`src/rtl/reg_scoreboard_pkg.sv`:
```
// Shared register-file definitions used by the issue/writeback scoreboard.
package reg_scoreboard_pkg;

    localparam int RF_XLEN    = 32;
    localparam int RF_NREG    = 32;
    localparam int RF_AW      = 5;
    localparam int SB_N_ISSUE = 2;
    localparam int SB_N_WB    = 2;
    localparam int SB_N_SRC   = 4;

    function automatic logic [1:0] hit_cnt(input logic a, input logic b);
        return {a & b, a ^ b};
    endfunction

endpackage

```
`src/rtl/reg_scoreboard_sb_counter.sv`:
```
// One per-register pending-write counter: adds issue hits, subtracts
// writeback hits, saturates at zero and flags the underflow.
module sb_counter #(
    parameter int CNT_W = 2
) (
    input  logic             clk,
    input  logic             reset,
    input  logic             flush,
    input  logic [1:0]       inc,
    input  logic [1:0]       dec,
    output logic [CNT_W-1:0] cnt_q,
    output logic             underflow
);

    logic [CNT_W+1:0] sum;
    logic [CNT_W-1:0] cnt_d;

    always_comb begin
        sum       = (CNT_W+2)'(cnt_q) + (CNT_W+2)'(inc);
        underflow = 1'b0;
        cnt_d     = CNT_W'(sum - (CNT_W+2)'(dec));
        if (flush) begin
            cnt_d = '0;
        end else if (sum < (CNT_W+2)'(dec)) begin
            underflow = 1'b1;
            cnt_d     = '0;
        end
    end

    always_ff @(posedge clk) begin
        if (reset) begin
            cnt_q <= '0;
        end else begin
            cnt_q <= cnt_d;
        end
    end

endmodule

```
`src/rtl/reg_scoreboard.sv`:
```
// Pending-write scoreboard: per-register outstanding write counts
// driving source-busy lookups for a dual-issue pipeline.
module reg_scoreboard
    import reg_scoreboard_pkg::*;
#(
    parameter int CNT_W = 2,
    parameter int NREG  = RF_NREG
) (
    input  logic                                   clk,
    input  logic                                   reset,
    input  logic                                   flush,
    input  logic [SB_N_SRC-1:0][RF_AW-1:0]         src_addr,
    output logic [SB_N_SRC-1:0]                    src_busy,
    input  logic [SB_N_ISSUE-1:0]                  issue_valid,
    input  logic [SB_N_ISSUE-1:0]                  issue_we,
    input  logic [SB_N_ISSUE-1:0][RF_AW-1:0]       issue_dst,
    output logic                                   issue_ready,
    input  logic [SB_N_WB-1:0]                     wb_valid,
    input  logic [SB_N_WB-1:0][RF_AW-1:0]          wb_addr,
    output logic [NREG-1:0]                        busy_mask,
    output logic                                   err_underflow
);

    localparam int CMAX = (2 ** CNT_W) - 1;

    logic [CNT_W-1:0]      cnt [NREG];
    logic [NREG-1:0]       uf;
    logic [SB_N_ISSUE-1:0] iss_hit;
    logic [SB_N_WB-1:0]    wb_hit;
    logic [SB_N_ISSUE-1:0] over;
    logic [CNT_W+1:0]      tot;
    logic                  err_q;
    logic                  err_d;

    always_comb begin
        for (int k = 0; k < SB_N_ISSUE; k++) begin
            iss_hit[k] = issue_valid[k] & issue_we[k]
                       & (issue_dst[k] != '0);
        end
        for (int k = 0; k < SB_N_WB; k++) begin
            wb_hit[k] = wb_valid[k] & (wb_addr[k] != '0);
        end
    end

    // Headroom is judged before writeback credit, so a same-cycle
    // retire never lets an otherwise overflowing issue through.
    always_comb begin
        over = '0;
        tot  = '0;
        for (int k = 0; k < SB_N_ISSUE; k++) begin
            tot = (CNT_W+2)'(cnt[issue_dst[k]]);
            for (int j = 0; j < SB_N_ISSUE; j++) begin
                if (iss_hit[j] && (issue_dst[j] == issue_dst[k])) begin
                    tot = tot + 1'b1;
                end
            end
            over[k] = iss_hit[k] && (tot > (CNT_W+2)'(CMAX));
        end
        issue_ready = ~|over;
    end

    assign cnt[0] = '0;
    assign uf[0]  = 1'b0;

    for (genvar r = 1; r < NREG; r++) begin : g_cnt
        logic [1:0] inc;
        logic [1:0] dec;

        assign inc = hit_cnt(
            issue_ready & iss_hit[0] & (issue_dst[0] == RF_AW'(r)),
            issue_ready & iss_hit[1] & (issue_dst[1] == RF_AW'(r)));
        assign dec = hit_cnt(
            wb_hit[0] & (wb_addr[0] == RF_AW'(r)),
            wb_hit[1] & (wb_addr[1] == RF_AW'(r)));

        sb_counter #(
            .CNT_W(CNT_W)
        ) u_cnt (
            .clk      (clk),
            .reset    (reset),
            .flush    (flush),
            .inc      (inc),
            .dec      (dec),
            .cnt_q    (cnt[r]),
            .underflow(uf[r])
        );
    end

    always_comb begin
        for (int r = 0; r < NREG; r++) begin
            busy_mask[r] = |cnt[r];
        end
        for (int i = 0; i < SB_N_SRC; i++) begin
            src_busy[i] = busy_mask[src_addr[i]];
        end
    end

    assign err_d         = err_q | (|uf);
    assign err_underflow = err_q;

    always_ff @(posedge clk) begin
        if (reset) begin
            err_q <= 1'b0;
        end else begin
            err_q <= err_d;
        end
    end

endmodule

```
`config.mk`:
```
export PLATFORM = sky130hd
export DESIGN_NAME = reg_scoreboard
export DESIGN_NICKNAME = d
export VERILOG_FILES = /design/src/rtl/reg_scoreboard_pkg.sv /design/src/rtl/reg_scoreboard_sb_counter.sv /design/src/rtl/reg_scoreboard.sv
export SDC_FILE = /design/constraint.sdc
export NUM_CORES = 1
export LEC_CHECK = 0
export ABC_AREA = 1
export BUFFER_PORTS_ARGS = -buffer_cell sky130_fd_sc_hd__buf_2
export CORE_MARGIN = 2
export CORE_UTILIZATION = 63
export DETAILED_ROUTE_END_ITERATION = 10
export MAX_ROUTING_LAYER = met4
export PLACE_DENSITY_LB_ADDON = 0.12
export SLEW_MARGIN = 10
export SYNTH_ARGS = -nofsm -noshare
export SYNTH_HDL_FRONTEND = slang
export SYNTH_HIERARCHICAL = 1
export SYNTH_SLANG_ARGS = --single-unit
```
`constraint.sdc`:
```
create_clock -name clk -period 5.42 [get_ports clk]
set_input_delay 1.084 -clock clk [delete_from_list [all_inputs] [get_ports clk]]
set_output_delay 1.084 -clock clk [all_outputs]
set_load 0.02 [all_outputs]
```
==> results.toml <==
[worst_setup_path]
required_ns = 5.61
criticalPathCategory = "input pin to flop"
arrival_ns = 5.57
crit_slowest_cell = "sky130_fd_sc_hd__fa_1"
worst-path-max-fanout = 6
cp_common_cell = "sky130_fd_sc_hd__nor2_1"
cpLargestDelayFamily = "simple AND/OR/NAND/NOR gates"
worstPathBufferInverterCount = 6
worst_setup_path_end_kind = "flop"
timing.critical_path.from_type = "input pin"
critPathMaxStageDelay_ns = 0.46

[grt]
grt_pass1_vias = 10355
globalRoute.totalOverflow = 0
grt_first_pass_wirelength_mm = 56.1
grt_antenna_before_repair = 0
global_route.usage.total_pct = 45.3
grt_max_degree = 39

[placement]
portBuffers = 85
dp_hpwl_mm = 29.7
placed_cell_area_sq_mm = 0.0113
place.gp.congestion = 1.11

[drt]
length_of_routed_met2_wiring_mm = 17.3
dr.max_layer_used = "met4"
dr_total_vias = 11650
routedLengthMet1_mm = 14.7
drc_violation_count_after_routing = 0
wl_met3_mm = 5.26
routedWlPerCell_um = 20.2
antenna_left = 0
vias_per_cell = 5.92
routed_wirelength_mm = 39.7
drt_iter0_markers = 1872
drtPass1Iterations = 6

[clocking]
clock_sink_count = 63
cts.clk_slew.worst_paths_ns = 0.05
clock_latency_ns = 0.35
cts_buffer_depth = 2
numCtsBuffers = 9
tritoncts = "done"
clock_root_buffer = "sky130_fd_sc_hd__clkbuf_16"
h_tree_lvl_count = 3
cts_hold_buffers = 0

[sta]
setup_viol = 0
report.final.hold_viol_count = 0
period_share_pct = 99.2
slew_headroom_pct = 43.4
worstMarginPinSlew_ns = 0.846
period_needed_ns = 5.38
timing_max_transition_violations_final = 0
timing.fmax_mhz = 186
setup_tns_ns = 0
timing.clock.skew_ns = 0.0136

[cells_and_area]
filler_cell_count = 1188
area_growth_syn_to_layout_pct = 22.5
mostFrequentLayoutCell = "sky130_fd_sc_hd__nand2_1"
post_route_cells_drive_above_1_share_pct = 26.7
finish.net_count = 1985
commonest_cells_after_routing_fill_and_taps_aside = "sky130_fd_sc_hd__nand2_1 (362), sky130_fd_sc_hd__nor2_1 (307), sky130_fd_sc_hd__inv_1 (210), sky130_fd_sc_hd__ha_1 (133), sky130_fd_sc_hd__buf_4 (110)"
final_design_area_no_fill_sq_mm = 0.0123
antenna_cells = 0

[logic_synthesis]
synthesis.area_sq_mm = 0.0100
sequential_cell_area_fraction_in_the_yosys_report_pct = 12.6
synth_largest_area_cell = "sky130_fd_sc_hd__ha_1"
syn_nets = 1800
yosys_register_bits = 63
synthDistinctLibCells = 42
postSynthCellCount = 1563
synth.yosys.warnings = 6
yosys.area.top_type_share_pct = 19.6
synth.avg_cell_area_sq_um = 6.43
synth.top_cells.by_area = "sky130_fd_sc_hd__ha_1 (20%), sky130_fd_sc_hd__nand2_1 (14%), sky130_fd_sc_hd__dfxtp_1 (13%)"

[power]
power.net_switching_mw = 0.527
p_per_area_mw_per_mm2 = 124
power_frac_clock_pct = 39.1
combPwrFrac_pct = 29.3
power.static_leakage_nw = 6.32
sw_share_pct = 34.4
seqPwrFrac_pct = 31.6
irDropWorstVdd_uv = 160
p_int_mw = 1.00
totalPowerFinal_mw = 1.53

[floorplanning]
dieArea_sq_mm = 0.0170
die_height_um = 130
floorplan.io_pins = 87
placement_rows = 46
start_util_pct = 63.9
die_x_um = 130
core-area_sq_mm = 0.0157

[job]
max_cap_viol_count = 0

[hold_path]
holdCritPathClass = "flop to flop"

[run_status]
run_status = "finished, final reports clean"
path summary, 6_finish.rpt:
kind	from	to	slack, ns	depth (start not counted)
worst max-delay path	issue_dst[1]	err_underflow	0.04	30
worst max register to register	g_cnt[30].u_cnt/cnt_q[1]	err_underflow	0.62	27
worst min register to register	err_underflow	err_underflow	0.71	3
worst min-delay path	err_underflow	err_underflow	0.71	3
what timing repair did:
action / CTS / global route
resized for setup: 2 / 102
endpoints found under the setup margin: 1 / 1
pin swaps: 0 / 54
setup buffers: 0 / 26
cloned: 0 / 0
flip-flops by register name, indices dropped and copies added (netlist names):
signal / flops
g_cnt.u_cnt/cnt_q: 62
err_underflow: 1
synthesized netlist by cell type (all sizes together):
master	number
a21oi	36
a221o	3
a221oi	3
a22o	1
a22oi	1
a31oi	7
a32o	5
and2	1
buf	19
clkbuf	17
clkinv	1
conb	1
dfxtp	63
fa	31
ha	157
inv	225
nand2	469
nand3	31
nand3b	2
nand4	14
nor2	384
nor4	8
o2111ai	2
o211ai	16
o21a	2
o21ai	54
o22ai	3
or2	5
xnor2	2
per-layer routing:
metal,global-route usage [%],vias up
met1,57.1,5253
li1,-,5250
met2,69.3,928
met3,11.3,219
met5,-,-
met4,19.0,0
per-stage QoR:
step	std cells	utilization [%]	worst slack (ns)	hold slack, ns
2_1_floorplan	1563	-	0.341	0.655
3_3_place_gp	1929	72.0	-0.258	0.712
3_5_place_dp	1929	72.0	-0.348	0.732
4_1_cts	1945	74.0	0.0206	0.742
5_1_grt	1969	78.3	-0.133	0.728
6_report	1969	78.3	0.0423	0.711
worst min-delay path, stage by stage, from the launching register on:
cell	delay, ns
sky130_fd_sc_hd__dfxtp_1	0.38
sky130_fd_sc_hd__nor4_1	0.07
sky130_fd_sc_hd__buf_4	0.12
sky130_fd_sc_hd__a31oi_1	0.10
area by class of cell:
type                            instances  area (sq um)  share of cell area [%]
Clock inverter                          6          60.1                   0.488
Clock buffer                           10           239                    1.94
Sequential cell                        63          1260                    10.2
Tap cell                              216           270                    2.20
Multi-Input combinational cell       1238          8110                    65.9
Inverter                              226           857                    6.96
Timing Repair Buffer                  210          1510                    12.3
cell families (layout without fill, tap and decap cells):
family	count (synthesis)	after routing	share of synthesized area, %
fa+ha+maj	188	188	25.7
simple gates	914	914	42.8
flops	63	63	12.6
compound gates	133	133	7.85
buf+inv	262	452	10.9
xor+xnor	2	2	0.174
other cells	1	1	0.0373
power groups by stage:
| stage | registers [mW] | clock network, mW | logic (mW) |
|---|---|---|---|
| 6_report | 0.483 | 0.598 | 0.449 |
| 5_1_grt | 0.483 | 0.619 | 0.478 |
| 4_1_cts | 0.482 | 0.597 | 0.399 |
| 3_5_place_dp | 0.492 | 0 | 0.395 |
| 3_3_place_gp | 0.492 | 0 | 0.388 |
| 2_1_floorplan | 0.487 | 0 | 0.234 |
No activity file was read; power rests on OpenSTA's default activity.
